[src/rtl/vga_pkg.sv]
`default_nettype none
// ============================================================================
// Module   : vga_pkg
// Purpose  : Shared VGA timing defaults, TinyVGA PMOD pin map, total helper.
// Revision : 1.0 - initial release
// ============================================================================
package vga_pkg;

  localparam int c_pmod_r1 = 0;
  localparam int c_pmod_g1 = 1;
  localparam int c_pmod_b1 = 2;
  localparam int c_pmod_vs = 3;
  localparam int c_pmod_r0 = 4;
  localparam int c_pmod_g0 = 5;
  localparam int c_pmod_b0 = 6;
  localparam int c_pmod_hs = 7;

  // 640x480 at 60 Hz, 25.175 MHz nominal pixel clock
  localparam int c_vga_h_active = 640;
  localparam int c_vga_h_fp     = 16;
  localparam int c_vga_h_sync   = 96;
  localparam int c_vga_h_bp     = 48;
  localparam int c_vga_v_active = 480;
  localparam int c_vga_v_fp     = 10;
  localparam int c_vga_v_sync   = 2;
  localparam int c_vga_v_bp     = 33;

  function automatic int vga_total(input int active, input int fp, input int sync, input int bp);
    return active + fp + sync + bp;
  endfunction

endpackage
`default_nettype wire

[src/rtl/vga_axis_counter.sv]
`default_nettype none
// ============================================================================
// Module   : vga_axis_counter
// Purpose  : One raster axis: wrapping position counter with active/sync/last.
// Revision : 1.0 - initial release
// ============================================================================
module vga_axis_counter
  import vga_pkg::*;
#(
  parameter int ACTIVE = c_vga_h_active,
  parameter int FP     = c_vga_h_fp,
  parameter int SYNC   = c_vga_h_sync,
  parameter int BP     = c_vga_h_bp,
  parameter bit POL    = 1'b0,
  localparam int W     = $clog2(vga_total(ACTIVE, FP, SYNC, BP))
) (
  input  logic         clk,
  input  logic         rst,
  input  logic         step,
  output logic [W-1:0] count,
  output logic         active,
  output logic         sync,
  output logic         last
);

  localparam int            c_total    = vga_total(ACTIVE, FP, SYNC, BP);
  localparam logic [W-1:0]  c_last_val = W'(c_total - 1);
  localparam logic [W-1:0]  c_act_end  = W'(ACTIVE);
  localparam logic [W-1:0]  c_sync_lo  = W'(ACTIVE + FP);
  localparam logic [W-1:0]  c_sync_hi  = W'(ACTIVE + FP + SYNC);

  if (ACTIVE < 1 || FP < 1 || SYNC < 1 || BP < 1) begin : g_bad_timing
    $error("vga_axis_counter: every timing segment must be at least 1");
  end

  logic [W-1:0] r_count;
  logic         w_in_sync;

  always_ff @(posedge clk or posedge rst) begin
    if (rst) begin
      r_count <= '0;
    end else if (step) begin
      r_count <= last ? '0 : r_count + 1'b1;
    end
  end

  assign w_in_sync = (r_count >= c_sync_lo) && (r_count < c_sync_hi);
  assign count     = r_count;
  assign last      = (r_count == c_last_val);
  assign active    = (r_count < c_act_end);
  assign sync      = POL ? w_in_sync : ~w_in_sync;

endmodule
`default_nettype wire

[src/rtl/vga_timing_pmod.sv]
`default_nettype none
// ============================================================================
// Module   : vga_timing_pmod
// Purpose  : VGA raster timing with blanked RGB packed onto the TinyVGA PMOD.
// Revision : 1.0 - initial release
// ============================================================================
module vga_timing_pmod
  import vga_pkg::*;
#(
  parameter int H_ACTIVE = c_vga_h_active,
  parameter int H_FP     = c_vga_h_fp,
  parameter int H_SYNC   = c_vga_h_sync,
  parameter int H_BP     = c_vga_h_bp,
  parameter int V_ACTIVE = c_vga_v_active,
  parameter int V_FP     = c_vga_v_fp,
  parameter int V_SYNC   = c_vga_v_sync,
  parameter int V_BP     = c_vga_v_bp,
  parameter bit HS_POL   = 1'b0,
  parameter bit VS_POL   = 1'b0,
  parameter int CW       = 2,
  parameter int FRAME_W  = 8,
  localparam int XW      = $clog2(vga_total(H_ACTIVE, H_FP, H_SYNC, H_BP)),
  localparam int YW      = $clog2(vga_total(V_ACTIVE, V_FP, V_SYNC, V_BP))
) (
  input  logic               clk,
  input  logic               rst,
  input  logic               en,
  input  logic [3*CW-1:0]    rgb_in,
  output logic [XW-1:0]      x,
  output logic [YW-1:0]      y,
  output logic               active,
  output logic               line_start,
  output logic               frame_start,
  output logic [FRAME_W-1:0] frame_cnt,
  output logic [7:0]         uo_out
);

  localparam logic [7:0] c_uo_idle = (8'(!HS_POL) << c_pmod_hs) | (8'(!VS_POL) << c_pmod_vs);

  logic w_h_active, w_h_sync, w_h_last;
  logic w_v_active, w_v_sync, w_v_last;
  logic w_v_step;
  logic [1:0] w_r, w_g, w_b;
  logic [1:0] w_r_vis, w_g_vis, w_b_vis;
  logic [7:0] w_pmod;
  logic [7:0] r_uo;
  logic [FRAME_W-1:0] r_frame_cnt;

  assign w_v_step = en & w_h_last;

  vga_axis_counter #(
    .ACTIVE (H_ACTIVE), .FP (H_FP), .SYNC (H_SYNC), .BP (H_BP), .POL (HS_POL)
  ) u_h_axis (
    .clk (clk), .rst (rst), .step (en),
    .count (x), .active (w_h_active), .sync (w_h_sync), .last (w_h_last)
  );

  vga_axis_counter #(
    .ACTIVE (V_ACTIVE), .FP (V_FP), .SYNC (V_SYNC), .BP (V_BP), .POL (VS_POL)
  ) u_v_axis (
    .clk (clk), .rst (rst), .step (w_v_step),
    .count (y), .active (w_v_active), .sync (w_v_sync), .last (w_v_last)
  );

  // Single-bit channels drive both pins so a lit channel reaches full scale
  if (CW == 2) begin : g_cw2
    assign w_r = rgb_in[5:4];
    assign w_g = rgb_in[3:2];
    assign w_b = rgb_in[1:0];
  end else if (CW == 1) begin : g_cw1
    assign w_r = {2{rgb_in[2]}};
    assign w_g = {2{rgb_in[1]}};
    assign w_b = {2{rgb_in[0]}};
  end else begin : g_bad_cw
    $error("vga_timing_pmod: CW must be 1 or 2");
    assign w_r = '0;
    assign w_g = '0;
    assign w_b = '0;
  end

  assign active      = w_h_active & w_v_active;
  assign line_start  = en & (x == '0);
  assign frame_start = line_start & (y == '0);

  assign w_r_vis = active ? w_r : 2'b00;
  assign w_g_vis = active ? w_g : 2'b00;
  assign w_b_vis = active ? w_b : 2'b00;

  always_comb begin
    w_pmod            = '0;
    w_pmod[c_pmod_hs] = w_h_sync;
    w_pmod[c_pmod_vs] = w_v_sync;
    w_pmod[c_pmod_r1] = w_r_vis[1];
    w_pmod[c_pmod_r0] = w_r_vis[0];
    w_pmod[c_pmod_g1] = w_g_vis[1];
    w_pmod[c_pmod_g0] = w_g_vis[0];
    w_pmod[c_pmod_b1] = w_b_vis[1];
    w_pmod[c_pmod_b0] = w_b_vis[0];
  end

  // Syncs and colour share this register so they stay aligned at the pins
  always_ff @(posedge clk or posedge rst) begin
    if (rst) begin
      r_uo <= c_uo_idle;
    end else if (en) begin
      r_uo <= w_pmod;
    end
  end

  always_ff @(posedge clk or posedge rst) begin
    if (rst) begin
      r_frame_cnt <= '0;
    end else if (w_v_step & w_v_last) begin
      r_frame_cnt <= r_frame_cnt + 1'b1;
    end
  end

  assign uo_out    = r_uo;
  assign frame_cnt = r_frame_cnt;

endmodule
`default_nettype wire

[config.mk]
export PLATFORM = sky130hd
export DESIGN_NAME = vga_timing_pmod
export DESIGN_NICKNAME = d
export VERILOG_FILES = /design/src/rtl/vga_pkg.sv /design/src/rtl/vga_axis_counter.sv /design/src/rtl/vga_timing_pmod.sv
export SDC_FILE = /design/constraint.sdc
export NUM_CORES = 1
export LEC_CHECK = 0
export CORE_AREA = 2 2 87 89
export DETAILED_ROUTE_END_ITERATION = 6
export DIE_AREA = 0 0 89 91
export PLACE_DENSITY_LB_ADDON = 0.12
export SLEW_MARGIN = 15
export SYNTH_ARGS = -nofsm -noshare
export SYNTH_HDL_FRONTEND = slang
export SYNTH_SLANG_ARGS = --single-unit
[constraint.sdc]
create_clock -name clk -period 1.6 [get_ports clk]
set_input_delay 0.32 -clock clk [delete_from_list [all_inputs] [get_ports clk]]
set_output_delay 0.32 -clock clk [all_outputs]
set_load 0.05 [all_outputs]
* Yosys cells after proc, flatten, opt, wreduce, memory -nomap -nowiden
Cells that the tools add are included.
** Word-level totals
- Word-level logic and storage cells :: 31
- Input bits :: 9
- Output and inout bits :: 39
- Register bits :: 36
** Cells by class
- Bitwise operators :: 7
- Add/subtract/negate cells :: 3
- $lt $le $gt $ge :: 6
- Reductions and logical operators :: 4
- Equal/unequal tests :: 2
- Multiplexer cells :: 5
** Operator list (count)
- adder 10 x 1 -> 10 bit, second input constant :: 2
- == test 10 bit, second input constant :: 2
- zero test 10 bit :: 2
- < comparator 10 bit, second input constant :: 2
- < comparator 10 x 9 -> 1 bit, second input constant :: 2
- two-way mux 10 bit :: 2
- greater-or-equal comparator 10 bit, second input constant :: 1
- greater-or-equal comparator 10 x 9 -> 1 bit, second input constant :: 1
- adder 8 x 1 -> 8 bit, second input constant :: 1
- two-way mux 2 bit :: 3
- AND 1 bit :: 5
- logical AND 1 bit :: 2
- NOT 1 bit :: 2

* Logic depth before layout (Yosys ltp)
Gate-level depths: netlist of the first run.
- Word-level depth :: 3
- Depth in mapped cells :: 7
- Mapped depth without buffers :: 6

* By module
A second synthesis of the first run with hierarchy kept.
** Unflattened totals
- Cells, all modules :: 189
- Area, all modules :: 1898.1 sq um
** Modules (own cells, without submodules)
- vga_timing_pmod :: area an instance 742.0 sq um, cells an instance 71, times used 1
- vga_axis_counter at u_h_axis :: area an instance 579.3 sq um, cells an instance 60, times used 1
- vga_axis_counter at u_v_axis :: area an instance 576.8 sq um, cells an instance 58, times used 1

* Worst setup path before layout of the first run
No wires, ideal clock.
- Path type :: reg2out
- Start point :: register u_h_axis.r_count[0], in the netlist u_h_axis.count[0]
- End point :: output port frame_start
- Path buffers :: 0
- Arrival time :: 2.108 ns
- Slack :: -0.828 ns
- Data required time :: 1.280 ns
- Stages on the path, launching flop included :: 6
- Cell sequence :: dfrtp_1 > inv_1 > ha_1 > nor4b_1 > and4b_1 > and3_1
** On the way
- Longest elaborated chain between the ends :: 3
** RTL lines
- start, declared :: RTL line vga_axis_counter.sv:36 : logic [W-1:0] r_count;
- start signal, assigned :: RTL line vga_axis_counter.sv:43 : r_count <= last ? '0 : r_count + 1'b1;
- zero test 10 bit :: RTL line vga_timing_pmod.sv:82 : assign line_start = en & (x == '0);
- AND 1 bit :: RTL line vga_timing_pmod.sv:82
- via line_start :: RTL line vga_timing_pmod.sv:32 : output logic line_start,
- AND 1 bit :: RTL line vga_timing_pmod.sv:83 : assign frame_start = line_start & (y == '0);
- end, declared :: RTL line vga_timing_pmod.sv:33 : output logic frame_start,
The timed path passes the listed nets, and every way through them passes these cells.

* Final worst setup path of the first run
- Start point :: register u_h_axis.r_count[0], in the netlist u_h_axis.count[0]
- End point :: output port frame_start
** On the way
- Longest elaborated chain between the ends :: 3
** RTL lines (RTL line)
- zero test 10 bit :: vga_timing_pmod.sv:82
- AND 1 bit :: vga_timing_pmod.sv:82
- AND 1 bit :: vga_timing_pmod.sv:83
No other way between the ends.

==> results of run 1 <==
[area by class of cell]
cell class | count | area, um2 | area share (%)
Timing Repair Buffer | 108 | 1256 | 35.54
Multi-Input combinational cell | 126 | 1082 | 30.62
Sequential cell | 36 | 919.6 | 26.02
Tap cell | 99 | 123.9 | 3.504
Clock buffer | 7 | 76.32 | 2.159
Inverter | 17 | 71.32 | 2.018
Clock inverter | 1 | 5.005 | 0.1416
[state kept, by name, indices dropped and copies added (netlist names)]
register / count
frame_cnt: 8
u_h_axis.count: 10
u_v_axis.count: 10
uo_out: 8
[where the power goes]
part,internal (mW),leakage (nW),total [mW],switching (mW)
combinational,0.855,1.18,1.64,0.790
sequential,1.01,0.441,1.09,0.0795
clock,0.306,0.0422,0.627,0.321
total,2.17,1.67,3.36,1.19
[worst max-delay path by stage]
stage | from | to | slack, ns | depth (start not counted)
after detailed placement | en | frame_cnt[7] | -0.39 | 6
after global routing | u_h_axis.count[0] | frame_start | -0.47 | 6
after floorplan | u_h_axis.count[1] | frame_start | -0.36 | 5
after global placement | en | frame_start | -0.37 | 5
after CTS | u_h_axis.count[0] | frame_start | -0.40 | 6
final | u_h_axis.count[0] | frame_start | -0.40 | 6
[layout by cell type (no fill, tap or decap), drive strengths merged, types with 3 or more instances in the layout]
master / synthesis / final
nor4: 7 / 7
clkdlybuf4s50: 0 / 7
nor3: 6 / 6
a21oi: 4 / 4
buf: 3 / 100
o21ai: 11 / 11
o22ai: 7 / 7
ha: 5 / 5
and4: 4 / 4
xor2: 9 / 9
nor2: 7 / 7
inv: 17 / 17
dfrtp: 34 / 34
clkbuf: 5 / 7
nand4: 8 / 8
nand3: 11 / 11
and3: 3 / 3
xnor2: 9 / 9
nand2: 18 / 18
[timing repair]
action	CTS	global route
resized for setup	19	31
endpoints found under the setup margin	24	26
pin swaps	11	17
setup buffers	2	9
[kinds of logic after synthesis]
| kind of cell | after synthesis | synth area share, % |
|---|---|---|
| buffers and inverters | 25 | 5.507 |
| adder cells (fa/ha/maj) | 5 | 3.358 |
| AO/OA/AOI/OAI | 25 | 7.589 |
| multiplexers | 2 | 1.343 |
| flip-flops | 36 | 48.49 |
| XOR/XNOR | 18 | 8.463 |
| AND/OR/NAND/NOR | 76 | 25.25 |
[worst reg2reg max path: stages (launching register included)]
cell and delay [ns]:
dfrtp_2 0.38, buf_4 0.11, buf_6 0.10, ha_4 0.13, and4_4 0.22, nand4_1 0.17
buf_6 0.21, or3_1 0.34, o21ai_1 0.08
[through the flow]
step                setup WS (ns)  hold WS [ns]
detailed placement        -0.3940        0.4606
floorplan                 -0.3634        0.4629
CTS                       -0.4009        0.3920
global route              -0.4671        0.4123
global placement          -0.3660        0.4606
finish                    -0.3952        0.3894
[layer usage]
layer	wire length, um	global-route usage (%)
met1	2468	19.10
met2	2499	19.84
met3	232	2.727
met4	61	4.229
met5	0	0
==> run metrics, run 1 <==
gr ovfl total 0; Sink Count 36; first-pass GRT wire length 8445 um; CP bufs+invs 2; Final ANT Viol Nets 0; Mapped Area 0.001863 mm2; Max stage delay on crit path 0.42 ns; Port Buffers 47; Critical Setup Path Class register to output port; DIE AREA 0.008099 mm2; cell taking the most area after synthesis dfrtp_1; critical path startpoint category register; Slew @ Worst Pin 0.3722 ns; TritonRoute pass-1 iters 4; starting density of the core 26.10%; Pwr Density 950.7 mW/mm2; CTS root buf clkbuf_8; Synth Instances 187; ys async rst share 100.0%; FF-to-FF End u_v_axis.count[9]; share of Yosys cell area claimed by the top area cell type 45.67%; Mapped Nets 201; Seq/Total Area, Yosys 48.49%; CP max-delay cell dfrtp_2; YS warnings 0; largest net degree at the start of global routing 37; RSZ-0062 raised after global routing true; max_cap viols 0; Worst Setup End Kind output port; Most used DFF post-synth dfrtp_1; diodes inserted 0; critical-path cell list inv_2 -> ha_4 -> nor4b_4 -> and4b_2 -> and3_4 -> buf_12; num ports 48; syn avg cell area 9.963 um2; Critical Path AT 1.68 ns; setup_tns -3.083 ns; Reg2Reg Depth 8; area growth from synthesis to layout 89.72%; final setup violation count 23; vias in the first global route 1715; final hold violations 0; Final Cycle Share 124.7%; Die Width 89 um; GRT Total Usage 13.29%; die height 91 um; CTS Buffer Depth 2; Final Core Density 49.53%; fmax 0.5012 GHz; clock skew 0.007772 ns; status finished with violations; DRT Wirelength 5261 um; Via density 4.495; Finished Cell Area 0.003535 mm2; RePlAce Congestion 0.7421; count of cell types in the netlist 39; cts bufs inserted 5; most frequent cell after synthesis dfrtp_1; worst-skew pair later-pin latency 0.29 ns; DRC Markers 0; fill count 678; fin crit period 1.995 ns; Relative slew margins 75.12%; leakage power 1.667 nW; failing checks setup timing; EDFF count, synth 0; final setup margin -0.3952 ns; Rows 31; TritonCTS clock tree done; Max FO, Critical Path 2; count of state elements after synthesis 36; routed len/inst 13.35 um; Power Total 3.360 mW; R2R setup slack -0.21 ns; vias 1771; largest cells by area after synthesis dfrtp_1, xnor2_1, xor2_1, inv_1, nand2_1; CP top delay family simple AND/OR/NAND/NOR gates; Required @ worst endpoint 1.28 ns; 1st-iter DRT viols 41; proportion of layout cells with a drive suffix above 1 53.56%; DP Area 0.003156 mm2; htree depth 2; Peak supply drop 1.006 mV; clock slew seen by the registers of the worst setup and hold paths 0.07 ns; Pins Over Slew Limit 0; Hold WC Path Type input pin to async pin; initial antenna violation count 0; Inst Count DP 375; cts hold-fix bufs 0; fin nets 308; synth cell count leaders dfrtp_1, inv_1, nand2_1; Reg2Reg Launch Point u_h_axis.count[0]; dpl hpwl 3736 um; Finished Layout Cells 394; core box area 0.007137 mm2
Note: power is estimated with default switching activity, not from simulation.
==> run 2: changes to the inputs <==
--- a/config.mk
+++ b/config.mk
@@ -5,11 +5,12 @@
 export SDC_FILE = /design/constraint.sdc
 export NUM_CORES = 1
 export LEC_CHECK = 0
-export CORE_AREA = 2 2 87 89
+export CORE_AREA = 2 2 77 79
 export DETAILED_ROUTE_END_ITERATION = 6
-export DIE_AREA = 0 0 89 91
+export DIE_AREA = 0 0 79 81
 export PLACE_DENSITY_LB_ADDON = 0.12
 export SLEW_MARGIN = 15
 export SYNTH_ARGS = -nofsm -noshare
 export SYNTH_HDL_FRONTEND = slang
+export SYNTH_HIERARCHICAL = 1
 export SYNTH_SLANG_ARGS = --single-unit
==> run 2 against run 1 <==
Effect of this change: the flow still finishes with violations (setup timing); routed wire length up 5.1%; global-route usage increased by 5.2 points; cell count fell by 6.1%; first-iteration DRC count increased by 120%; clock power increased by 27%; sequential power hardly changed; worst setup slack worse by 0.091 ns; via count up 4.0%; total power fell by 3.3%; design area grew 1.9%; area after synthesis is 1.9% higher; combinational power is 15% lower; critical endpoint unchanged; largest cell class unchanged; highest routed layer unchanged.
==> run metrics, run 2 <==
status finished with violations; failing checks setup timing; Final Cycle Share 130.4%; largest net degree at the start of global routing 17; cts hold-fix bufs 0; DRT Wirelength 5530 um; ys async rst share 100.0%; gr ovfl total 0; Port Buffers 47; Pins Over Slew Limit 0; fill count 472; first-pass GRT wire length 9156 um; worst-skew pair later-pin latency 0.29 ns; Mapped Area 0.001898 mm2; final setup margin -0.4858 ns; 1st-iter DRT viols 89; Fin Hold WS 0.3895 ns; fmax 0.4794 GHz; cts bufs inserted 5; final setup violation count 21; Via density 4.978; initial antenna violation count 0; area growth from synthesis to layout 89.72%; clock slew seen by the registers of the worst setup and hold paths 0.08 ns; diodes inserted 0; Max FO, Critical Path 2; num ports 48; largest cells by area after synthesis dfrtp_1, nand2_1, ha_1, xor2_1, inv_1; YS warnings 6; Setup WS pre-CTS -0.4239 ns; TritonRoute pass-1 iters 4; leakage power 1.644 nW; RSZ-0062 raised after global routing true; Peak supply drop 1.011 mV; Seq/Total Area, Yosys 47.59%; Final Core Density 63.45%; Sink Count 36; CTS root buf clkbuf_8; share of Yosys cell area claimed by the top area cell type 44.83%; DP Area 0.003172 mm2; Synth Instances 189; Die Width 79 um; TritonCTS clock tree done; Required @ worst endpoint 1.28 ns; htree depth 2; most frequent cells in the layout buf_4, buf_12, nand2_1; CTS Buffer Depth 2; CP max-delay cell or4_4; vias 1842; fin nets 309; most frequent cell after synthesis dfrtp_1; Worst Setup End Kind output port; final hold violations 0; Mapped Nets 204; Finished Cell Area 0.003601 mm2; count of cell types in the netlist 41; EDFF count, synth 0; Reg2Reg Depth 7; syn avg cell area 10.04 um2; CP top delay family simple AND/OR/NAND/NOR gates; DIE AREA 0.006399 mm2; Pwr Density 902.1 mW/mm2; DRC Markers 0; critical-path cell list buf_6 -> or4_4 -> nor3_2 -> and3_4 -> buf_12; starting density of the core 33.44%; routed len/inst 14.95 um; Slew @ Worst Pin 0.4127 ns; cell taking the most area after synthesis dfrtp_1; WP depth 5; die height 81 um; RePlAce Congestion 0.8201; Critical Setup Path Class register to output port; Most used DFF post-synth dfrtp_1; most common cell after layout, fill and taps aside buf_4; max_cap viols 0; fin crit period 2.086 ns; synth cell count leaders dfrtp_1, nand2_1, inv_1; CP bufs+invs 2; critical path startpoint category register; proportion of layout cells with a drive suffix above 1 57.63%; Relative slew margins 72.45%; Hold WC Path Type input pin to async pin; Rows 28; Critical Path AT 1.77 ns; core box area 0.005675 mm2; dpl hpwl 3867 um; count of state elements after synthesis 36; Max stage delay on crit path 0.50 ns; GRT Total Usage 18.46%; Final ANT Viol Nets 0; vias in the first global route 1878; clock skew 0.01121 ns
## run 2: cell count changes after synthesis, moves of 3 or more
cell      before  now
clkbuf_1       5    2
mux2_2         0    3
nand2_1       17   24
nand2b_1       0    4
nand3_1       10    7
nor4_2         3    0
o211ai_1       0    3
o21ai_0        8    5
## run 2: per-stage QoR
stage | cells | TNS, ns | total power, mW
detailed placement | 355 | -6.518 | 2.357
CTS | 368 | -6.727 | 3.200
global route | 370 | -7.374 | 3.395
floorplan | 189 | -8.112 | 1.684
finish | 370 | -5.777 | 3.249
global placement | 355 | -5.999 | 2.353
## run 2: worst reg2reg max path, cell delays in order, from the launching register on
cell     delay [ns]
dfrtp_2        0.40
or4b_4         0.55
nor3_4         0.13
and2_4         0.17
nand4_1        0.13
buf_6          0.17
o31ai_1        0.28
a22oi_2        0.09
## run 2: kinds of logic (layout without fill, tap and decap cells)
| logic type | after synthesis | in the layout | share of synthesized area [%] |
|---|---|---|---|
| flops | 36 | 36 | 47.59 |
| xor+xnor | 15 | 15 | 6.922 |
| mux | 3 | 3 | 1.780 |
| buf+inv | 21 | 127 | 4.548 |
| fa+ha+maj | 6 | 6 | 3.955 |
| simple gates | 83 | 83 | 25.77 |
| compound gates | 25 | 25 | 9.426 |
## run 2: final timing paths
path / from / end / slack, ns
max reg2reg: u_h_axis/count[5] / u_v_axis/count[9] / -0.44
max: u_v_axis/count[6] / frame_start / -0.49
min: rst / u_h_axis/count[3] / 0.39
min in group clk: frame_cnt[7] / frame_cnt[7] / 0.47
min reg2reg: frame_cnt[7] / frame_cnt[7] / 0.47
max in group asynchronous: rst / u_v_axis/count[5] / 0.88
## run 2: final cells by class
type                            count  area, um2  area share [%]
Timing Repair Buffer              102       1242           34.50
Multi-Input combinational cell    132       1167           32.42
Sequential cell                    36      922.1           25.61
Tap cell                           75      93.84           2.606
Clock buffer                        6      72.57           2.015
Inverter                           17      67.56           1.876
Clock inverter                      2      35.03          0.9729
## run 2: per-layer routing
metal  track usage, %  part of all wire [%]
met1            23.81                    44
met2            31.10                    51
met3            3.778                   3.5
met4            6.207                   1.3
met5                0                     0
## run 2: repair_timing
item                                    in CTS  in global routing
endpoints found under the setup margin      21                 30
setup buffers                                7                  8
pin swaps                                   12                 13
resized for setup                           39                 22
## run 2: report_power, final
part           internal (mW)  switching [mW]
registers               1.00          0.0640
logic                  0.642           0.746
clock network          0.463           0.334
total                   2.10            1.14
